### config.mk
export PLATFORM = sky130hd
export DESIGN_NAME = cache_control
export DESIGN_NICKNAME = d
export VERILOG_FILES = /design/src/rtl/cache_control_pkg.sv /design/src/rtl/cache_control_perf_counter.sv /design/src/rtl/cache_control.sv
export SDC_FILE = /design/constraint.sdc
export NUM_CORES = 1
export LEC_CHECK = 0
export CORE_UTILIZATION = 49
export DETAILED_ROUTE_END_ITERATION = 6
export PLACE_DENSITY = 0.85
export SLEW_MARGIN = 0
export SYNTH_ARGS = -nofsm -noshare
export SYNTH_HDL_FRONTEND = slang
export SYNTH_SLANG_ARGS = --single-unit
### constraint.sdc
create_clock -name clk -period 6 [get_ports clk]
set_clock_uncertainty 0.05 [all_clocks]
set_input_delay 0.9 -clock clk [delete_from_list [all_inputs] [get_ports clk]]
set_output_delay 0.9 -clock clk [all_outputs]
set_load 0.1 [all_outputs]
### src/rtl/cache_control_pkg.sv
// Shared types and constants for the cache controller.
// State encodings are plain logic constants so older code can compare against them directly.
package cache_control_pkg;

   typedef logic [1:0] cache_state_t;

   localparam cache_state_t IDLE      = 2'd0;
   localparam cache_state_t WRITEBACK = 2'd1;
   localparam cache_state_t ALLOCATE  = 2'd2;

   // pmem address source select
   localparam logic [1:0] PMEM_SEL_WB_W1 = 2'b00;
   localparam logic [1:0] PMEM_SEL_WB_W2 = 2'b01;
   localparam logic [1:0] PMEM_SEL_CPU   = 2'b10;

endpackage

### src/rtl/cache_control_perf_counter.sv
// Saturating event counter: counts inc pulses, holds at all-ones, cleared by reset.
module cache_control_perf_counter #(
   parameter int unsigned CNT_W = 16
) (
   input  logic             clk,
   input  logic             rst_n,
   input  logic             inc,
   output logic [CNT_W-1:0] count
);

   logic [CNT_W-1:0] count_q;

   // Increment on request unless already saturated.
   always_ff @(posedge clk or negedge rst_n) begin
      if (!rst_n) begin
         count_q <= '0;
      end else if (inc && (count_q != {CNT_W{1'b1}})) begin
         count_q <= count_q + 1'b1;
      end
   end

   assign count = count_q;

endmodule

### src/rtl/cache_control.sv
// Sequencing FSM for the 2-way, 8-set, 16-byte-line write-back cache.
// Serves CPU hits with zero wait states; on a miss writes back a dirty LRU victim, then refills it.
// Optional feature macro: CACHE_SILENT_STORE_EN suppresses array writes for full-word stores of
// unchanged data.
module cache_control
   import cache_control_pkg::*;
#(
   parameter int unsigned CNT_W = 16
) (
   input  logic             clk,
   input  logic             rst_n,
   // CPU port
   input  logic             mem_read,
   input  logic             mem_write,
   input  logic [1:0]       mem_byte_enable,
   output logic             mem_resp,
   // physical memory port
   output logic             pmem_read,
   output logic             pmem_write,
   input  logic             pmem_resp,
   // datapath status
   input  logic             ishit_w1,
   input  logic             ishit_w2,
   input  logic             isdirty_w1,
   input  logic             isdirty_w2,
   input  logic             lru_out,
   input  logic             dirty_compare_w1_out,
   input  logic             dirty_compare_w2_out,
   // datapath controls
   output logic             load_dirty_w1,
   output logic             load_dirty_w2,
   output logic             load_valid_w1,
   output logic             load_valid_w2,
   output logic             load_tag_w1,
   output logic             load_tag_w2,
   output logic             load_datastore_w1,
   output logic             load_datastore_w2,
   output logic             dirty_array_w1_in,
   output logic             dirty_array_w2_in,
   output logic             load_lru,
   output logic             lru_in,
   output logic             datastore_in_mux_sel,
   output logic [1:0]       pmem_address_mux_sel,
   // performance counters
   output logic [CNT_W-1:0] hit_count,
   output logic [CNT_W-1:0] miss_count
);

   cache_state_t state_q, state_d;
   logic         miss_pend_q, miss_pend_d;
   logic         hit_inc, miss_inc;
   logic         req, hit, way2, silent;

   assign req  = mem_read | mem_write;
   assign hit  = ishit_w1 | ishit_w2;
   // A double hit is illegal; resolve it as way 2.
   assign way2 = ishit_w2;

`ifdef CACHE_SILENT_STORE_EN
   assign silent = mem_write && (mem_byte_enable == 2'b11) &&
                   (way2 ? dirty_compare_w2_out : dirty_compare_w1_out);
`else
   logic unused_silent;
   assign unused_silent = ^{mem_byte_enable, dirty_compare_w1_out, dirty_compare_w2_out};
   assign silent = 1'b0;
`endif

   // Next-state, counter events and every datapath strobe.
   always_comb begin
      state_d              = state_q;
      miss_pend_d          = miss_pend_q;
      hit_inc              = 1'b0;
      miss_inc             = 1'b0;
      mem_resp             = 1'b0;
      pmem_read            = 1'b0;
      pmem_write           = 1'b0;
      load_dirty_w1        = 1'b0;
      load_dirty_w2        = 1'b0;
      load_valid_w1        = 1'b0;
      load_valid_w2        = 1'b0;
      load_tag_w1          = 1'b0;
      load_tag_w2          = 1'b0;
      load_datastore_w1    = 1'b0;
      load_datastore_w2    = 1'b0;
      dirty_array_w1_in    = 1'b0;
      dirty_array_w2_in    = 1'b0;
      load_lru             = 1'b0;
      lru_in               = 1'b0;
      datastore_in_mux_sel = 1'b0;
      pmem_address_mux_sel = PMEM_SEL_CPU;

      case (state_q)
         IDLE: begin
            if (req && hit) begin
               mem_resp    = 1'b1;
               load_lru    = 1'b1;
               lru_in      = ~way2;
               hit_inc     = ~miss_pend_q;
               miss_pend_d = 1'b0;
               if (mem_write) begin
                  datastore_in_mux_sel = 1'b1;
                  if (!silent) begin
                     load_datastore_w1 = ~way2;
                     load_datastore_w2 = way2;
                     load_dirty_w1     = ~way2;
                     load_dirty_w2     = way2;
                     dirty_array_w1_in = ~way2;
                     dirty_array_w2_in = way2;
                  end
               end
            end else if (req) begin
               miss_inc    = 1'b1;
               miss_pend_d = 1'b1;
               state_d     = (lru_out ? isdirty_w2 : isdirty_w1) ? WRITEBACK : ALLOCATE;
            end else begin
               // Request abandoned during a miss: the next request starts fresh.
               miss_pend_d = 1'b0;
            end
         end
         WRITEBACK: begin
            pmem_write           = 1'b1;
            pmem_address_mux_sel = {1'b0, lru_out};
            if (pmem_resp) begin
               state_d = ALLOCATE;
            end
         end
         ALLOCATE: begin
            pmem_read = 1'b1;
            if (pmem_resp) begin
               load_datastore_w1 = ~lru_out;
               load_datastore_w2 = lru_out;
               load_tag_w1       = ~lru_out;
               load_tag_w2       = lru_out;
               load_valid_w1     = ~lru_out;
               load_valid_w2     = lru_out;
               load_dirty_w1     = ~lru_out;
               load_dirty_w2     = lru_out;
               state_d           = IDLE;
            end
         end
         default: begin
            state_d = IDLE;
         end
      endcase
   end

   // State and miss-pending registers.
   always_ff @(posedge clk or negedge rst_n) begin
      if (!rst_n) begin
         state_q     <= IDLE;
         miss_pend_q <= 1'b0;
      end else begin
         state_q     <= state_d;
         miss_pend_q <= miss_pend_d;
      end
   end

   cache_control_perf_counter #(
      .CNT_W (CNT_W)
   ) u_hit_counter (
      .clk   (clk),
      .rst_n (rst_n),
      .inc   (hit_inc),
      .count (hit_count)
   );

   cache_control_perf_counter #(
      .CNT_W (CNT_W)
   ) u_miss_counter (
      .clk   (clk),
      .rst_n (rst_n),
      .inc   (miss_inc),
      .count (miss_count)
   );

   // The datapath must never report both ways hitting on a live request.
   a_no_double_hit : assert property (@(posedge clk) disable iff (!rst_n)
      !((state_q == IDLE) && req && ishit_w1 && ishit_w2));

endmodule

==> out/metrics.cfg, run 1 <==
[worst_setup_path]
arrival_ns=3.30
required_ns=5.05
crit_path_end_kind=output pin
reg2reg_depth=6
crit_type=in2out
critPathLaunchType=primary input
worstPathMaxFanout=6

[floorplan]
row_count=22
core_um2=3690
die_area_um2=4140
start_util_pct=51.6
dieWidth_um=64.3
die_h_um=64.3
boundaryPins=64

[routing]
postRouteAntennaNets=0
drt_iter0_markers=83
routedWlPerCell_um=14.2
via_count=1626
drt_wl_total_um=4160
drc=0
firstDrtPassIters=4
via_per_inst=5.53

[sta]
slew_violations=0
max-slew-margin-rel_pct=33.4
whs_ns=0.444
min_period_over_period_pct=70.8
hold_viol_final=0
rsz0062_at_grt=false
min_period_ns=4.25
max_freq_ghz=0.236
setup_tns_ns=0
finalSetupViolCount=0
tightest_slew_ns=0.996

[clock_network]
cts_max_level=2
cts_tree=yes
clk_latency_ns=0.29
cts.sink_count=35
clockRootBuffer=clkbuf_8
cts_buffers=5
clk_pin_slew_ns=0.07
cts_setup_buffers=0
max-clock-path-buffers=2
cts_hold_buf=0
cts_repair_resize_count=0

[global_routing]
busiest_layer=met2
met2_usage_pct=38.9
overflow=0
grt_antenna_before_repair=0
grt_pass1_wl_um=7180
grt_max_degree=36
grt_pass1_vias=1590
grt_util_met3_pct=5.18
grt_usage_pct=22.4
gr-usage-met1_pct=26.9

[power_and_ir_drop]
p_switching_uw=563
p_clk_share_pct=16.1
leakagePower_uw=0.00116
ir_worst_vdd_mv=0.388
comb_power_share_pct=52.1
intPower_uw=481
swShare_pct=53.9
power_density_nw_per_um2=403
p_seq_share_pct=31.7

[finish]
drive_gt1_share_pct=9.76
syn_to_final_growth_pct=36.2
regArea_um2=876
antenna_cells=0
multi_input_area_um2=952
layout_common_cells=59 x clkdlybuf4s50_1, 35 x dfrtp_1, 28 x xor2_1
layout_commonest_cell=clkdlybuf4s50_1
fillCellCount=317
layout.nets=261

[synthesis]
ys_seq_elements=35
syn_area_per_cell_um2=10.2
yosys_warnings=0
synth_ff_type=dfrtp_1
mappedNetlistNets=202
synth_cell_types=35
syn_area_um2=1900
ys_seq_area_share_pct=46.0
synth_edf_count=0
ys_async_sr_fraction_pct=100
syn_inst=186

[placement]
place_hpwl_um=3090
io_buffers=59
globalplace.congestion=0.837

[hold_path]
holdCritPathClass=reg2reg
hold-path-cell-count=1

[run_status]
status=completed

[job]
cap_viol_max_count=0

## per-layer routing
metal  vias up  share of wire, %
met3         9               4.0
li1        785                 -
met2        43                51
met5         -                 0
met1       789                44
met4         0               1.4
## layout make-up
type	count	area share, %
Tap cell	48	2.32
Clock inverter	2	0.482
Clock buffer	6	2.80
Inverter	4	0.579
Multi-Input combinational cell	138	36.7
Sequential cell	35	33.8
Timing Repair Buffer	61	23.3
## metrics by stage
step / std cells / utilization [%] / worst slack (ns) / total power (uW) / cell area (um2)
after floorplan: 186 / - / 0.157 / 754 / 1910
final: 294 / 70.3 / 1.75 / 1040 / 2590
after global routing: 294 / 70.3 / 1.65 / 1080 / 2590
after detailed placement: 286 / 68.0 / 1.74 / 880 / 2510
after global placement: 286 / 68.0 / 1.78 / 871 / 2510
after CTS: 294 / 70.3 / 1.73 / 1050 / 2590
## logic make-up after synthesis
| kind of cell | after synthesis | synth area share (%) |
|---|---|---|
| AO/OA/AOI/OAI | 4 | 1.45 |
| flip-flops | 35 | 46.0 |
| adder cells (fa/ha/maj) | 2 | 1.31 |
| multiplexers | 4 | 2.30 |
| buffers and inverters | 13 | 4.27 |
| XOR/XNOR | 29 | 13.3 |
| AND/OR/NAND/NOR | 99 | 31.3 |
## worst max-delay path, stage by stage
cell and delay, ns:
clkdlybuf4s50_1 0.56, nor2_2 0.11, nor4_1 0.40, and2b_1 0.19
clkdlybuf4s50_1 1.13
## power groups by stage
| stage | Combinational [uW] | Sequential [uW] | Clock, uW |
|---|---|---|---|
| 3_3_place_gp | 539 | 332 | 0 |
| 4_1_cts | 547 | 331 | 171 |
| 2_1_floorplan | 181 | 573 | 0 |
| 3_5_place_dp | 546 | 334 | 0 |
| 6_report | 544 | 331 | 169 |
| 5_1_grt | 564 | 338 | 182 |
## synthesized netlist by cell type (5+ instances only)
cell type  instances  area, um2
and3_1             6       37.5
buf_4              6       45.0
dfrtp_1           35        876
nand2_1           11       41.3
nand3_1           13       65.1
nand4_1           10       62.6
nor2_1             9       33.8
nor3_1            13       65.1
nor4_1            10       62.6
nor4_2             5       62.6
xor2_1            28        245
## registers in the layout, indices dropped and copies added (netlist names)
register	flops
state_q	2
miss_pend_q	1
u_hit_counter.count	16
u_miss_counter.count	16
## worst paths after layout
check                                         from                 endpoint  slack [ns]
max                                       ishit_w2                   lru_in        1.75
min                        u_hit_counter.count[15]  u_hit_counter.count[15]        0.44
max reg2reg                 u_hit_counter.count[0]   u_hit_counter.count[1]        3.58
min reg2reg                u_hit_counter.count[15]  u_hit_counter.count[15]        0.44
max in group asynchronous                    rst_n  u_miss_counter.count[1]        4.59
min in group asynchronous                    rst_n   u_hit_counter.count[0]        0.99
Power figures use the tool's default switching activity.
==> run 2: changes to the inputs <==
CORE_UTILIZATION = 45   (was 49)
PLACE_DENSITY = 0.79   (was 0.85)
clock period = 4.4 ns   (was 6 ns; I/O delays follow)
==> run 2 against run 1 <==
Against the previous run:
- die area increased by 8.6%
- clock-buffer cell count unchanged
- sequential share of layout area decreased by 0.34 points
- setup slack got worse by 0.27 ns
- critical path type is now reg2out
- largest cell class unchanged
==> out/metrics.cfg, run 2 (synthesis results as in run 1) <==
[worst_setup_path]
crit_path_end_kind=output pin  ; unchanged
ff2ff_setup_slack_ns=2.10  ; was 3.58 ns
required_ns=3.69  ; was 5.05 ns
arrival_ns=2.20  ; was 3.30 ns
r2r-start=u_hit_counter.count[0]  ; unchanged
reg2reg_depth=6  ; unchanged
critPathLaunchType=flop  ; was primary input
r2r-end=u_hit_counter.count[1]  ; unchanged
worstPathMaxFanout=9  ; was 6
crit_type=reg2out  ; was in2out

[finish]
multi_input_area_um2=966  ; was 952 um2
fillCellCount=339  ; was 317
layout_commonest_cell=clkdlybuf4s50_1  ; unchanged
layout_common_cells=44 x clkdlybuf4s50_1, 35 x dfrtp_1, 28 x xor2_1  ; was 59 x clkdlybuf4s50_1, 35 x dfrtp_1, 28 x xor2_1
regArea_um2=876  ; unchanged
antenna_cells=0  ; unchanged
syn_to_final_growth_pct=37.6  ; was 36.2%
final_cell_area_um2=2620  ; was 2590 um2
drive_gt1_share_pct=17.1  ; was 9.76%
layout.nets=261  ; unchanged

[job]
cap_viol_max_count=0  ; unchanged

[placement]
globalplace.congestion=0.813  ; was 0.837
place_hpwl_um=2920  ; was 3090 um
postPlaceCellArea_um2=2490  ; was 2510 um2
io_buffers=59  ; unchanged

[hold_path]
worstHoldStart=u_hit_counter.count[15]  ; unchanged
hold-path-cell-count=1  ; unchanged
holdCritPathClass=reg2reg  ; unchanged
hold_end=u_hit_counter.count[15]  ; unchanged

[routing]
routedWlPerCell_um=13.6  ; was 14.2 um
postRouteAntennaNets=0  ; unchanged
drt_iter0_markers=99  ; was 83
drc=0  ; unchanged
via_count=1631  ; was 1626
drt_wl_total_um=4040  ; was 4160 um
via_per_inst=5.51  ; was 5.53
firstDrtPassIters=4  ; unchanged

[sta]
setup_tns_ns=0  ; unchanged
whs_ns=0.447  ; was 0.444 ns
min_period_ns=2.91
slew_violations=0  ; unchanged
finalSetupViolCount=0  ; unchanged
max_freq_ghz=0.343
hold_viol_final=0  ; unchanged
tightest_slew_ns=0.973  ; was 0.996 ns
rsz0062_at_grt=false  ; unchanged
min_period_over_period_pct=66.2
max-slew-margin-rel_pct=34.9  ; was 33.4%

[clock_network]
clk_latency_ns=0.29  ; about the same
cts.sink_count=35  ; unchanged
max-clock-path-buffers=2  ; unchanged
clk_pin_slew_ns=0.07  ; about the same
cts_max_level=2  ; unchanged
cts_hold_buf=0  ; unchanged
cts_setup_buffers=0  ; unchanged
cts_tree=yes  ; unchanged
cts_buffers=5  ; unchanged
clockRootBuffer=clkbuf_8  ; unchanged
cts_repair_resize_count=0  ; unchanged

[floorplan]
die_area_um2=4500  ; was 4140 um2
start_util_pct=47.3  ; was 51.6%
core_um2=4030  ; was 3690 um2
die_h_um=67.1  ; was 64.3 um
boundaryPins=64  ; unchanged
row_count=23  ; was 22
dieWidth_um=67.1  ; was 64.3 um

[global_routing]
grt_pass1_wl_um=7020  ; was 7180 um
overflow=0  ; unchanged
grt_max_degree=36  ; unchanged
grt_pass1_vias=1588  ; was 1590
grt_antenna_before_repair=0  ; unchanged
grt_usage_pct=21.0  ; was 22.4%

[power_and_ir_drop]
power_density_nw_per_um2=585  ; was 403 nW/um2
leakagePower_uw=0.00122  ; was 0.00116 uW
ir_worst_vdd_mv=0.625  ; was 0.388 mV

[run_status]
status=completed  ; unchanged

[run 2: stage by stage]
step / total power (uW) / utilization (%) / std cells / setup WS (ns)
floorplan: 1030 / - / 186 / -0.104
global placement: 1190 / 61.7 / 288 / 1.41
detailed placement: 1190 / 61.7 / 288 / 1.42
CTS: 1540 / 65.0 / 296 / 1.46
global route: 1590 / 65.0 / 296 / 1.39
finish: 1530 / 65.0 / 296 / 1.49
[run 2: routing by layer]
layer	global-route usage, %	routed length [um]	up-vias
met2	35.1	2030	44
li1	-	-	785
met5	0	0	-
met1	25.3	1780	795
met3	6.68	183	7
met4	6.38	48	0
[run 2: worst max path at each step]
stage                                         end       start  cells past startpoint  slack [ns]
after global placement    u_hit_counter.count[12]    ishit_w2                      5        1.41
final                                  pmem_write  state_q[0]                      3        1.49
after CTS                              pmem_write  state_q[0]                      3        1.46
after floorplan                     load_dirty_w1  state_q[1]                      5       -0.10
after global routing                   pmem_write  state_q[0]                      3        1.39
after detailed placement  u_hit_counter.count[12]    ishit_w2                      5        1.42
[run 2: layout make-up]
type	count	area share, %
Clock buffer	6	2.77
Sequential cell	35	33.4
Multi-Input combinational cell	138	36.9
Timing Repair Buffer	61	21.7
Clock inverter	2	2.29
Tap cell	50	2.39
Inverter	4	0.573
[run 2: power breakdown]
group          switching [uW]  total (uW)  internal [uW]  leakage (uW)
clock                     120         346            226     0.0000654
sequential               78.0         451            373      0.000464
combinational             567         736            169      0.000688
[run 2: critical path, stage by stage, from the launching register on]
cell             delay [ns]
dfrtp_1                0.57
nand2b_1               0.12
inv_1                  0.08
clkdlybuf4s50_1        1.13
